**config.mk**
```make
export PLATFORM = sky130hd
export DESIGN_NAME = sram10t_word_ctrl
export DESIGN_NICKNAME = d
export VERILOG_FILES = /design/src/rtl/sram10t_word_ctrl.sv
export SDC_FILE = /design/constraint.sdc
export NUM_CORES = 1
export LEC_CHECK = 0
export CAP_MARGIN = 10
export CORE_ASPECT_RATIO = 0.9
export CORE_UTILIZATION = 25
export CTS_CLUSTER_DIAMETER = 200
export DETAILED_ROUTE_END_ITERATION = 12
export GPL_TIMING_DRIVEN = 0
export PLACE_DENSITY = 0.47
export SYNTH_ARGS = -nofsm -noshare
export SYNTH_HDL_FRONTEND = slang
export SYNTH_SLANG_ARGS = --single-unit
```
**constraint.sdc**
```tcl
create_clock -name clk -period 3.3 [get_ports clk]
set_input_delay 0.825 -clock clk [delete_from_list [all_inputs] [get_ports clk]]
set_output_delay 0.825 -clock clk [all_outputs]
set_load 0.05 [all_outputs]
```
**src/rtl/sram10t_word_ctrl.sv**
```systemverilog
`default_nettype none
// ============================================================================
//  Module      : sram10t_word_ctrl
//  Description : Word-level front end for the bit-wide, dual-read SRAM10T_16B
//                macro. A whole-word write is issued as DW single-bit write
//                cycles. A whole-word read is issued as DW/2 cycles that use
//                both read ports, so two bits come back per cycle. Each
//                command ends with a one-cycle response carrying the word.
//  Ports       :
//    clk          clock; all state changes on the rising edge
//    rst          asynchronous, active-high reset
//    cmd_valid    command request
//    cmd_ready    high only while idle; accept = cmd_valid & cmd_ready
//    cmd_wr       1 = write word, 0 = read word
//    cmd_data     write data; bit i is stored at SRAM address i
//    rsp_valid    one-cycle response pulse (no backpressure)
//    rsp_data     read: fetched word; write: echo of the written word
//    sram_addr1   SRAM addr1 (write address / read port 1 address)
//    sram_addr2   SRAM addr2 (read port 2 address)
//    sram_wline   SRAM writeLine
//    sram_rdwr    SRAM RdWr (1 = write)
//    sram_deven   SRAM DevEn (active low)
//    sram_rline1  SRAM readLine1
//    sram_rline2  SRAM readLine2
//  Revision    : 1.0  initial release
// ============================================================================
module sram10t_word_ctrl #(
    parameter  int AW = 4,
    localparam int DW = 2 ** AW
) (
    input  logic          clk,
    input  logic          rst,
    input  logic          cmd_valid,
    output logic          cmd_ready,
    input  logic          cmd_wr,
    input  logic [DW-1:0] cmd_data,
    output logic          rsp_valid,
    output logic [DW-1:0] rsp_data,
    output logic [AW-1:0] sram_addr1,
    output logic [AW-1:0] sram_addr2,
    output logic          sram_wline,
    output logic          sram_rdwr,
    output logic          sram_deven,
    input  logic          sram_rline1,
    input  logic          sram_rline2
);

    // Last bit index of a write and last pair index of a read.
    localparam logic [AW-1:0] c_last_bit  = AW'(DW - 1);
    localparam logic [AW-1:0] c_last_pair = AW'(DW / 2 - 1);

    typedef enum logic [2:0] {
        S_IDLE   = 3'd0,
        S_WRITE  = 3'd1,
        S_WFLUSH = 3'd2,
        S_READ   = 3'd3,
        S_RDRAIN = 3'd4,
        S_RESP   = 3'd5
    } state_t;

    state_t        r_state;
    logic [AW-1:0] r_cnt;    // bit index while writing, pair index while reading
    logic [DW-1:0] r_word;   // write data, or read bits as they arrive

    logic [AW-1:0] w_cnt_inc;
    logic [DW-1:0] w_word_shifted;

    assign w_cnt_inc = r_cnt + 1'b1;

    // Read data arrives one cycle after its address is latched, so pair 0
    // lands one cycle late. Shifting each new pair in at the top means that
    // after DW/2 captures every pair sits at its own bit position.
    assign w_word_shifted = {sram_rline2, sram_rline1, r_word[DW-1:2]};

    always_ff @(posedge clk or posedge rst) begin
        if (rst) begin
            r_state    <= S_IDLE;
            r_cnt      <= '0;
            r_word     <= '0;
            cmd_ready  <= 1'b1;
            rsp_valid  <= 1'b0;
            rsp_data   <= '0;
            sram_addr1 <= '0;
            sram_addr2 <= '0;
            sram_wline <= 1'b0;
            sram_rdwr  <= 1'b0;
            sram_deven <= 1'b1;
        end else begin
            rsp_valid <= 1'b0;

            case (r_state)
                S_IDLE: begin
                    if (cmd_valid) begin
                        r_word     <= cmd_data;
                        r_cnt      <= '0;
                        cmd_ready  <= 1'b0;
                        sram_deven <= 1'b0;
                        sram_addr1 <= '0;
                        if (cmd_wr) begin
                            // First write cycle is presented straight away.
                            r_state    <= S_WRITE;
                            sram_rdwr  <= 1'b1;
                            sram_wline <= cmd_data[0];
                            sram_addr2 <= '0;
                        end else begin
                            r_state    <= S_READ;
                            sram_rdwr  <= 1'b0;
                            sram_wline <= 1'b0;
                            sram_addr2 <= AW'(1);
                        end
                    end
                end

                S_WRITE: begin
                    if (r_cnt == c_last_bit) begin
                        // Keep the last bit on the bus for one more edge.
                        r_state <= S_WFLUSH;
                    end else begin
                        r_cnt      <= w_cnt_inc;
                        sram_addr1 <= w_cnt_inc;
                        sram_wline <= r_word[w_cnt_inc];
                    end
                end

                S_WFLUSH: begin
                    r_state    <= S_RESP;
                    rsp_valid  <= 1'b1;
                    rsp_data   <= r_word;
                    sram_deven <= 1'b1;
                    sram_rdwr  <= 1'b0;
                    sram_wline <= 1'b0;
                    sram_addr1 <= '0;
                    sram_addr2 <= '0;
                end

                S_READ: begin
                    // Data on the read lines belongs to the previous pair.
                    if (r_cnt != '0) begin
                        r_word <= w_word_shifted;
                    end
                    if (r_cnt == c_last_pair) begin
                        // Addresses held so the final pair is returned.
                        r_state <= S_RDRAIN;
                    end else begin
                        r_cnt      <= w_cnt_inc;
                        sram_addr1 <= {w_cnt_inc[AW-2:0], 1'b0};
                        sram_addr2 <= {w_cnt_inc[AW-2:0], 1'b1};
                    end
                end

                S_RDRAIN: begin
                    r_state    <= S_RESP;
                    r_word     <= w_word_shifted;
                    rsp_valid  <= 1'b1;
                    rsp_data   <= w_word_shifted;
                    sram_deven <= 1'b1;
                    sram_rdwr  <= 1'b0;
                    sram_addr1 <= '0;
                    sram_addr2 <= '0;
                end

                S_RESP: begin
                    // Ready only rises here, so no accept can happen in RESP.
                    r_state   <= S_IDLE;
                    cmd_ready <= 1'b1;
                end

                default: begin
                    r_state    <= S_IDLE;
                    cmd_ready  <= 1'b1;
                    sram_deven <= 1'b1;
                    sram_rdwr  <= 1'b0;
                    sram_wline <= 1'b0;
                    sram_addr1 <= '0;
                    sram_addr2 <= '0;
                end
            endcase
        end
    end

endmodule
`default_nettype wire
```
* Word level (Yosys, flattened, before mapping)
Index checks and enable logic that the tools add are counted.
Storage, ports and cells: bits in registers 52, input bits 22, output and inout bits 29, word-level logic and storage cells 81
Operators by class: add/subtract/negate cells 1, $lt $le $gt $ge 1, equal/unequal tests 13, muxes and demuxes 32, bitwise logic cells 5, reductions and logical operators 18
Operators by type and width (count):
- $pmux 16 s3 | 1
- $mux 16 | 2
- $pmux 16 s2 | 1
- $mux 4 | 6
- $pmux 4 s3 | 2
- $pmux 4 s4 | 1
- $ne 2x2->1 const B | 6
- $pmux 3 s4 | 1
- $reduce_and 3->1 | 4
- $mux 1 | 9
- $mux 3 | 3
- $reduce_and 4->1 | 2
- $eq 3x2->1 const B | 2
- $eq 3x3->1 const B | 2
- $pmux 1 s2 | 3
- $reduce_bool 3->1 | 2
- $reduce_or 3->1 | 2
- $lt 4x5->1 const B | 1
- $not 1->1 | 5
- $add 4x1->4 const B | 1
- $bmux 1 s4 | 1
- $eq 4x3->1 const B | 1
- $eq 4x4->1 const B | 1
- $reduce_and 2->1 | 2
- other kinds (8) | 9

* Longest topological paths before layout
Gate-level depths: netlist of run 1.
word-level depth 5, depth in mapped cells 9, depth with buffers taken out 7

* Least setup slack after synthesis of run 1
No wires, ideal clock.
path type register to register, start point reg r_cnt[0], end point reg sram_wline, library setup time 0.129 ns, arrival 1.994 ns, data required time 3.171 ns, setup slack 1.177 ns, cell stages (with the launch flop) 9, buffers on the path 2, clock period less this slack 2.123 ns, path through dfrtp_1 buf_2 inv_1 ha_1 buf_2 mux4_2 or3_1 o311ai_0 o21ai_1
Between the ends: longest elaborated chain between the ends 5, elaborated cells between the ends (all ways) 8, classes of those cells 1 x add/sub; 2 x eq/ne; 4 x mux; 1 x reduce/logical
RTL lines:
- start, declared | RTL line 62 | logic [AW-1:0] r_cnt;
- start signal, assigned | RTL line 119 | r_cnt <= w_cnt_inc;
- start signal, assigned | RTL line 145 | r_cnt <= w_cnt_inc;
- $add 4x1->4 | RTL line 68 | assign w_cnt_inc = r_cnt + 1'b1;
- $bmux 1 s4 | RTL line 121 | sram_wline <= r_word[w_cnt_inc];
- $mux 1 (implied by the code) | RTL line 121
- $mux 1 | RTL line 115 | if (r_cnt == c_last_bit) begin
- $pmux 1 s3 | RTL line 91 | case (r_state)
- end signal, assigned | RTL line 103 | sram_wline <= cmd_data[0];
- end signal, assigned | RTL line 121
- end, declared | RTL line 41 | output logic sram_wline,
Parallel ways exist; a longest one is shown, timed or not. The select of a mux whose other input is x is not followed. A chain may end at the register's enable or synchronous reset.

* Worst setup path after layout of run 1
Ends and elaborated chain as after synthesis.

==> run summary, run 1 <==
status -> complete, no violations
fin cells -> 468
CTS tree -> built
DR iter-0 viols -> 75
combinational power share -> 58.0%
R2R Path Start -> r_cnt[0]$_DFFE_PP0P_
Initial Util -> 25.7%
Sink Count -> 52
largest net degree at the start of global routing -> 40
Core Rows -> 36
WL/cell -> 15.5 um
clk_lat worst skew -> 0.29 ns
post-synthesis sequential area ratio -> 47.0%
Critical Path RT -> 3.46 ns
total core area -> 0.0108 mm2
Crit. path cell count -> 7
routed wire length -> 7260 um
startpoint types -> flip-flop
WP buf/inv -> 3
Avg Vias per Cell -> 4.68
DRC viols -> 0
final setup fails -> 0
Layout fillers -> 1,119
total CTS buffers -> 5
Total GRT Usage -> 13.6%
ys async rst share -> 100%
r2r setup slk -> 0.83 ns
critical path class -> reg -> reg
Worst Path Arrival -> 2.63 ns
critical-path cell list -> buf_2 -> inv_1 -> ha_1 -> buf_2 -> mux4_2 -> o311ai_0 -> o21ai_1
Worst path max stage delay -> 0.54 ns
count of final hold-check violations -> 0
share of cells above drive strength 1 -> 12.5%
top post-synthesis cells by area -> dfrtp_1 (45%), mux2i_1 (13%), nand2_1 (4.3%)
Die X -> 113 um
dpl hpwl -> 5150 um
max cap viols -> 0
Top delay family on crit path -> buffers and inverters
initial antenna violation count -> 0
Power Density -> 1180 mW/mm2
# port buffers -> 50
Slew @ Worst Pin -> 0.561 ns
CTS Buffer Depth -> 2
Tcrit/Tclk final -> 74.8%
clock share of power -> 13.9%
critical path's slowest cell -> mux4_2
clk_skew -> 0.00692 ns
max-slew violations -> 0
PostCTS Resize Cnt -> 0
net switching power -> 0.00204 W
crit path from -> r_cnt[0]$_DFFE_PP0P_
global route overflow -> 0
first-pass GRT wire length -> 12,200 um
Static Leak -> 1.46 nW
die area -> 0.0115 mm2
cells after synthesis -> 276
CP dominant cell by count -> buf_2
Post-Syn Area -> 0.00278 mm2
maximum vdd drop -> 0.414 mV
Seq pwr share -> 28.1%
final net count -> 358
vias in the first global route -> 2,210
root buf cell -> clkbuf_16
post-synth top area share -> 45.1%
Die Height -> 102 um
count leader, synth -> dfrtp_1
number of diodes -> 0
unrepaired setup endpoints after global routing -> no
FMAX -> 405 MHz
Hold Path Depth -> 2
Crit Reg-Reg Endpoint -> sram_wline$_DFFE_PP0P_
Most used DFF post-synth -> dfrtp_1
Tmin final -> 2.47 ns
EDFF count, synth -> 0
# hold bufs at CTS -> 0
crit-path max FO -> 10
antenna-violating nets left -> 0
Clock transition at path regs -> 0.07 ns
Synth cell types -> 40
Tot Pwr -> 0.00429 W
post-synth top area cell -> dfrtp_1
IO Pins -> 51
Worst Setup EP -> sram_wline$_DFFE_PP0P_
synthesis-to-finish area growth -> 30.8%
Reg2Reg Depth -> 7
Critical Path End Type -> flip-flop
Net Count, Synth -> 300
Syn. warnings -> 0
P_int -> 0.00226 W
gpl congestion -> 0.756
placed cell count -> 460
Commonest cells post-synth -> dfrtp_1 (50), mux2i_1 (35), nand2_1 (32), nor2_1 (27), o21ai_0 (23)
drt pass-1 iters -> 4
Post-CTS Setup Bufs -> 0
via count -> 2,190
worst hold path type -> reg -> reg
syn avg cell area -> 10.1 um2
sw frac -> 47.5%
Slew headroom -> 62.6%
synthesis-stage register bit count -> 52
H-tree level count -> 2
-- layout by cell type, fill, tap and decap left out, types with 2 or more instances in the layout --
| cell type | Yosys | routed |
|---|---|---|
| buf_4 | 2 | 2 |
| nand3_1 | 4 | 4 |
| a21o_1 | 4 | 4 |
| nand2b_1 | 6 | 6 |
| or3_1 | 2 | 2 |
| a31oi_1 | 2 | 2 |
| mux2i_1 | 35 | 35 |
| mux4_2 | 4 | 4 |
| clkbuf_16 | 0 | 5 |
| ha_1 | 2 | 2 |
| o31ai_1 | 9 | 9 |
| buf_12 | 1 | 2 |
| nor2_1 | 27 | 27 |
| inv_1 | 7 | 6 |
| nor2b_1 | 2 | 2 |
| o21ai_1 | 2 | 2 |
| nor3b_1 | 2 | 2 |
| buf_2 | 7 | 7 |
| dfstp_2 | 2 | 2 |
| nor3_1 | 2 | 2 |
| clkbuf_1 | 6 | 6 |
| o21ai_0 | 23 | 23 |
| nand2_1 | 32 | 32 |
| a21oi_1 | 16 | 16 |
| buf_6 | 2 | 2 |
| a21oi_2 | 9 | 9 |
| xnor2_1 | 3 | 3 |
| dfrtp_1 | 50 | 50 |
| clkdlybuf4s50_1 | 0 | 50 |
-- state kept, by name, summed over array words and instances, names as in the netlist --
register / count
sram_addr1: 4
sram_wline: 1
sram_addr2: 4
rsp_data: 16
cmd_ready: 1
r_cnt: 4
rsp_valid: 1
r_word: 16
sram_rdwr: 1
r_state: 3
sram_deven: 1
-- how the worst min path moves through the flow --
stage                                          from                         to  slack, ns
final                     sram_addr2[2]$_DFFE_PP0P_  sram_addr2[2]$_DFFE_PP0P_       0.48
after global routing      sram_addr2[1]$_DFFE_PP0P_  sram_addr2[1]$_DFFE_PP0P_       0.51
after CTS                 sram_addr2[1]$_DFFE_PP0P_  sram_addr2[1]$_DFFE_PP0P_       0.49
after detailed placement  sram_addr2[1]$_DFFE_PP0P_  sram_addr2[1]$_DFFE_PP0P_       0.47
after global placement    sram_addr2[2]$_DFFE_PP0P_  sram_addr2[2]$_DFFE_PP0P_       0.47
after floorplan               r_word[0]$_DFFE_PP0P_      r_word[0]$_DFFE_PP0P_       0.51
-- cell type report --
cell class | instances | area [um2] | share of cell area [%]
plain buffers | 18 | 115 | 3.17
clock inverters | 3 | 42.5 | 1.17
flip-flops and latches | 52 | 1300 | 35.9
clock buffers | 5 | 125 | 3.45
repair buffers | 51 | 520 | 14.3
well taps | 133 | 166 | 4.58
multi-input cells | 199 | 1330 | 36.7
inverters | 7 | 26.3 | 0.724
-- power by group through the flow --
stage | registers [W] | clock network [W] | logic, W
after floorplan | 0.00171 | 0 | 0.00127
after global placement | 0.00121 | 0 | 0.00250
after detailed placement | 0.00122 | 0 | 0.00251
after CTS | 0.00121 | 0.000620 | 0.00252
after global routing | 0.00126 | 0.000643 | 0.00271
final | 0.00121 | 0.000598 | 0.00249
-- through the flow --
step	instance area (um2)	hold WS (ns)	worst slack (ns)	util (%)	setup TNS, ns
after detailed placement	3460	0.471	0.765	32.0	0
after global routing	3630	0.510	0.713	33.6	0
final	3630	0.479	0.831	33.6	0
after floorplan	2780	0.506	1.18	-	0
after global placement	3440	0.467	-0.0535	31.9	-2.47
after CTS	3630	0.487	0.785	33.6	0
-- routing by layer --
metal  vias up  track usage [%]  wire length, um
li1       1090                -                -
met1      1053             20.7             3880
met2        45             20.3             3160
met3         2             2.02              215
met4         0             3.04               16
met5         -                0                0
-- worst min-delay path: stages, from the launching register on --
cell and delay, ns:
dfrtp_1 0.34, nand2_1 0.05, o31ai_1 0.05
-- kinds of logic (layout without fill, tap and decap cells) --
kind of cell	after synthesis	after routing	share of synthesized area [%]
simple gates	81	81	12.8
compound gates	73	73	17.1
fa+ha+maj	2	2	0.901
buf+inv	25	84	5.09
xor+xnor	3	3	0.947
flops	52	52	47.0
mux	40	40	16.3
(Power assumes the default switching activity.)
==> run 2: changes to the inputs <==
==> constraint.sdc (replaced) <==
create_clock -name clk -period 2.56 [get_ports clk]
set_input_delay 0.64 -clock clk [delete_from_list [all_inputs] [get_ports clk]]
set_output_delay 0.64 -clock clk [all_outputs]
set_load 0.05 [all_outputs]
==> run summary, run 2 (same netlist as run 1, synthesis figures left out) <==
status -> complete, no violations
Die Height -> 102 um
synthesis-to-finish area growth -> 30.8%
R2R Path Start -> r_cnt[0]$_DFFE_PP0P_
Total GRT Usage -> 13.6%
initial antenna violation count -> 0
H-tree level count -> 2
Avg Vias per Cell -> 4.68
# port buffers -> 50
CTS tree -> built
via count -> 2,188
die area -> 0.0115 mm2
Worst path max stage delay -> 0.54 ns
critical path's slowest cell -> mux4_2
most frequent cells in the layout -> clkdlybuf4s50_1 (50), dfrtp_1 (50), mux2i_1 (35)
biggest regs -> r_word (16), rsp_data (16)
Clock transition at path regs -> 0.07 ns
Hold Crit Endpoint -> sram_addr2[2]$_DFFE_PP0P_
Reg2Reg Depth -> 8
Placed Area -> 0.00346 mm2
routed wire length -> 7260 um
maximum vdd drop -> 0.533 mV
dpl hpwl -> 5150 um
IO Pins -> 51
count of final hold-check violations -> 0
critical-path cell list -> buf_2 -> inv_1 -> ha_1 -> buf_2 -> mux4_2 -> or3_1 -> o311ai_1 -> o21ai_1
final instance area -> 0.00363 mm2
unrepaired setup endpoints after global routing -> no
FMAX -> 413 MHz
Tcrit/Tclk final -> 94.5%
total CTS buffers -> 5
share of cells above drive strength 1 -> 12.5%
Hold Path Origin -> sram_addr2[2]$_DFFE_PP0P_
number of diodes -> 0
# hold bufs at CTS -> 0
first-pass GRT wire length -> 12,200 um
drt pass-1 iters -> 4
total core area -> 0.0108 mm2
worst hold path type -> reg -> reg
Layout fillers -> 1,119
critical path class -> reg -> reg
max cap viols -> 0
Initial Util -> 25.7%
Hold Path Depth -> 2
r2r setup slk -> 0.14 ns
Slew headroom -> 62.7%
startpoint types -> flip-flop
CTS Buffer Depth -> 2
vias in the first global route -> 2,210
placed cell count -> 460
Die X -> 113 um
FF/Latch Area -> 0.00130 mm2
Sink Count -> 52
Crit Reg-Reg Endpoint -> sram_wline$_DFFE_PP0P_
Tmin final -> 2.42 ns
gpl congestion -> 0.756
Critical Path End Type -> flip-flop
Multi-input gate area -> 0.00133 mm2
DR iter-0 viols -> 72
Static Leak -> 1.46 nW
global route overflow -> 0
final net count -> 358
max-slew violations -> 0
Core Util, Final -> 33.6%
PostCTS Resize Cnt -> 0
Power Density -> 1530 mW/mm2
CP dominant cell by count -> buf_2
clk_skew -> 0.00692 ns
fin cells -> 468
Slew @ Worst Pin -> 0.560 ns
clk_lat worst skew -> 0.29 ns
root buf cell -> clkbuf_16
WL/cell -> 15.5 um
Post-CTS Setup Bufs -> 0
Final Hold Slack -> 0.480 ns
largest net degree at the start of global routing -> 40
antenna-violating nets left -> 0
DRC viols -> 0
Core Rows -> 36
final setup fails -> 0
Critical Path RT -> 2.73 ns
crit-path max FO -> 10
Worst Path Arrival -> 2.59 ns
-- run 2: final cells by class --
class,count,area share [%]
clock inverter,3,1.17
inverter,7,0.724
tap,133,4.58
sequential,52,35.9
multi-input combinational,199,36.7
timing repair buffer,51,14.3
buffer,18,3.17
clock buffer,5,3.45
-- run 2: worst max path at each step --
stage                                     endpoint  cells after the start                  from
after floorplan             sram_wline$_DFFE_PP0P_                      8  r_cnt[0]$_DFFE_PP0P_
after global placement    rsp_data[10]$_DFFE_PP0P_                      2                   rst
after detailed placement    sram_wline$_DFFE_PP0P_                      7  r_cnt[0]$_DFFE_PP0P_
after CTS                   sram_wline$_DFFE_PP0P_                      7  r_cnt[0]$_DFFE_PP0P_
after global routing        sram_wline$_DFFE_PP0P_                      8  r_cnt[0]$_DFFE_PP0P_
final                       sram_wline$_DFFE_PP0P_                      8  r_cnt[0]$_DFFE_PP0P_
-- run 2: where the power goes --
group          switching (W)  leakage [nW]  internal (W)
Clock               0.000313        0.0798      0.000460
Sequential          0.000328         0.623       0.00123
Combinational        0.00199         0.757       0.00123
Total                0.00263          1.46       0.00291
-- run 2: per-layer routing --
layer  track usage [%]  share of wire, %  wire [um]
met4              3.04              0.22         16
met3              2.02               2.9        208
met1              20.7                54       3890
met5                 0                 0          0
met2              20.3                43       3150
-- run 2: critical path: cells and delay by family (launching register included) --
family / cells / cell delay (ns)
AOI/OAI and AO/OA: 2 / 0.22
buffers and inverters: 3 / 0.61
and+or+nand+nor: 1 / 0.32
DFF: 1 / 0.35
adders and majority gates: 1 / 0.28
muxes: 1 / 0.54
-- run 2: metrics by stage --
step / setup slack (ns) / total power, W / TNS [ns]
finish: 0.142 / 0.00554 / 0
global placement: -0.609 / 0.00479 / -30.37
global route: 0.0200 / 0.00596 / 0
CTS: 0.0450 / 0.00560 / 0
detailed placement: 0.0552 / 0.00481 / 0
floorplan: 0.437 / 0.00384 / 0
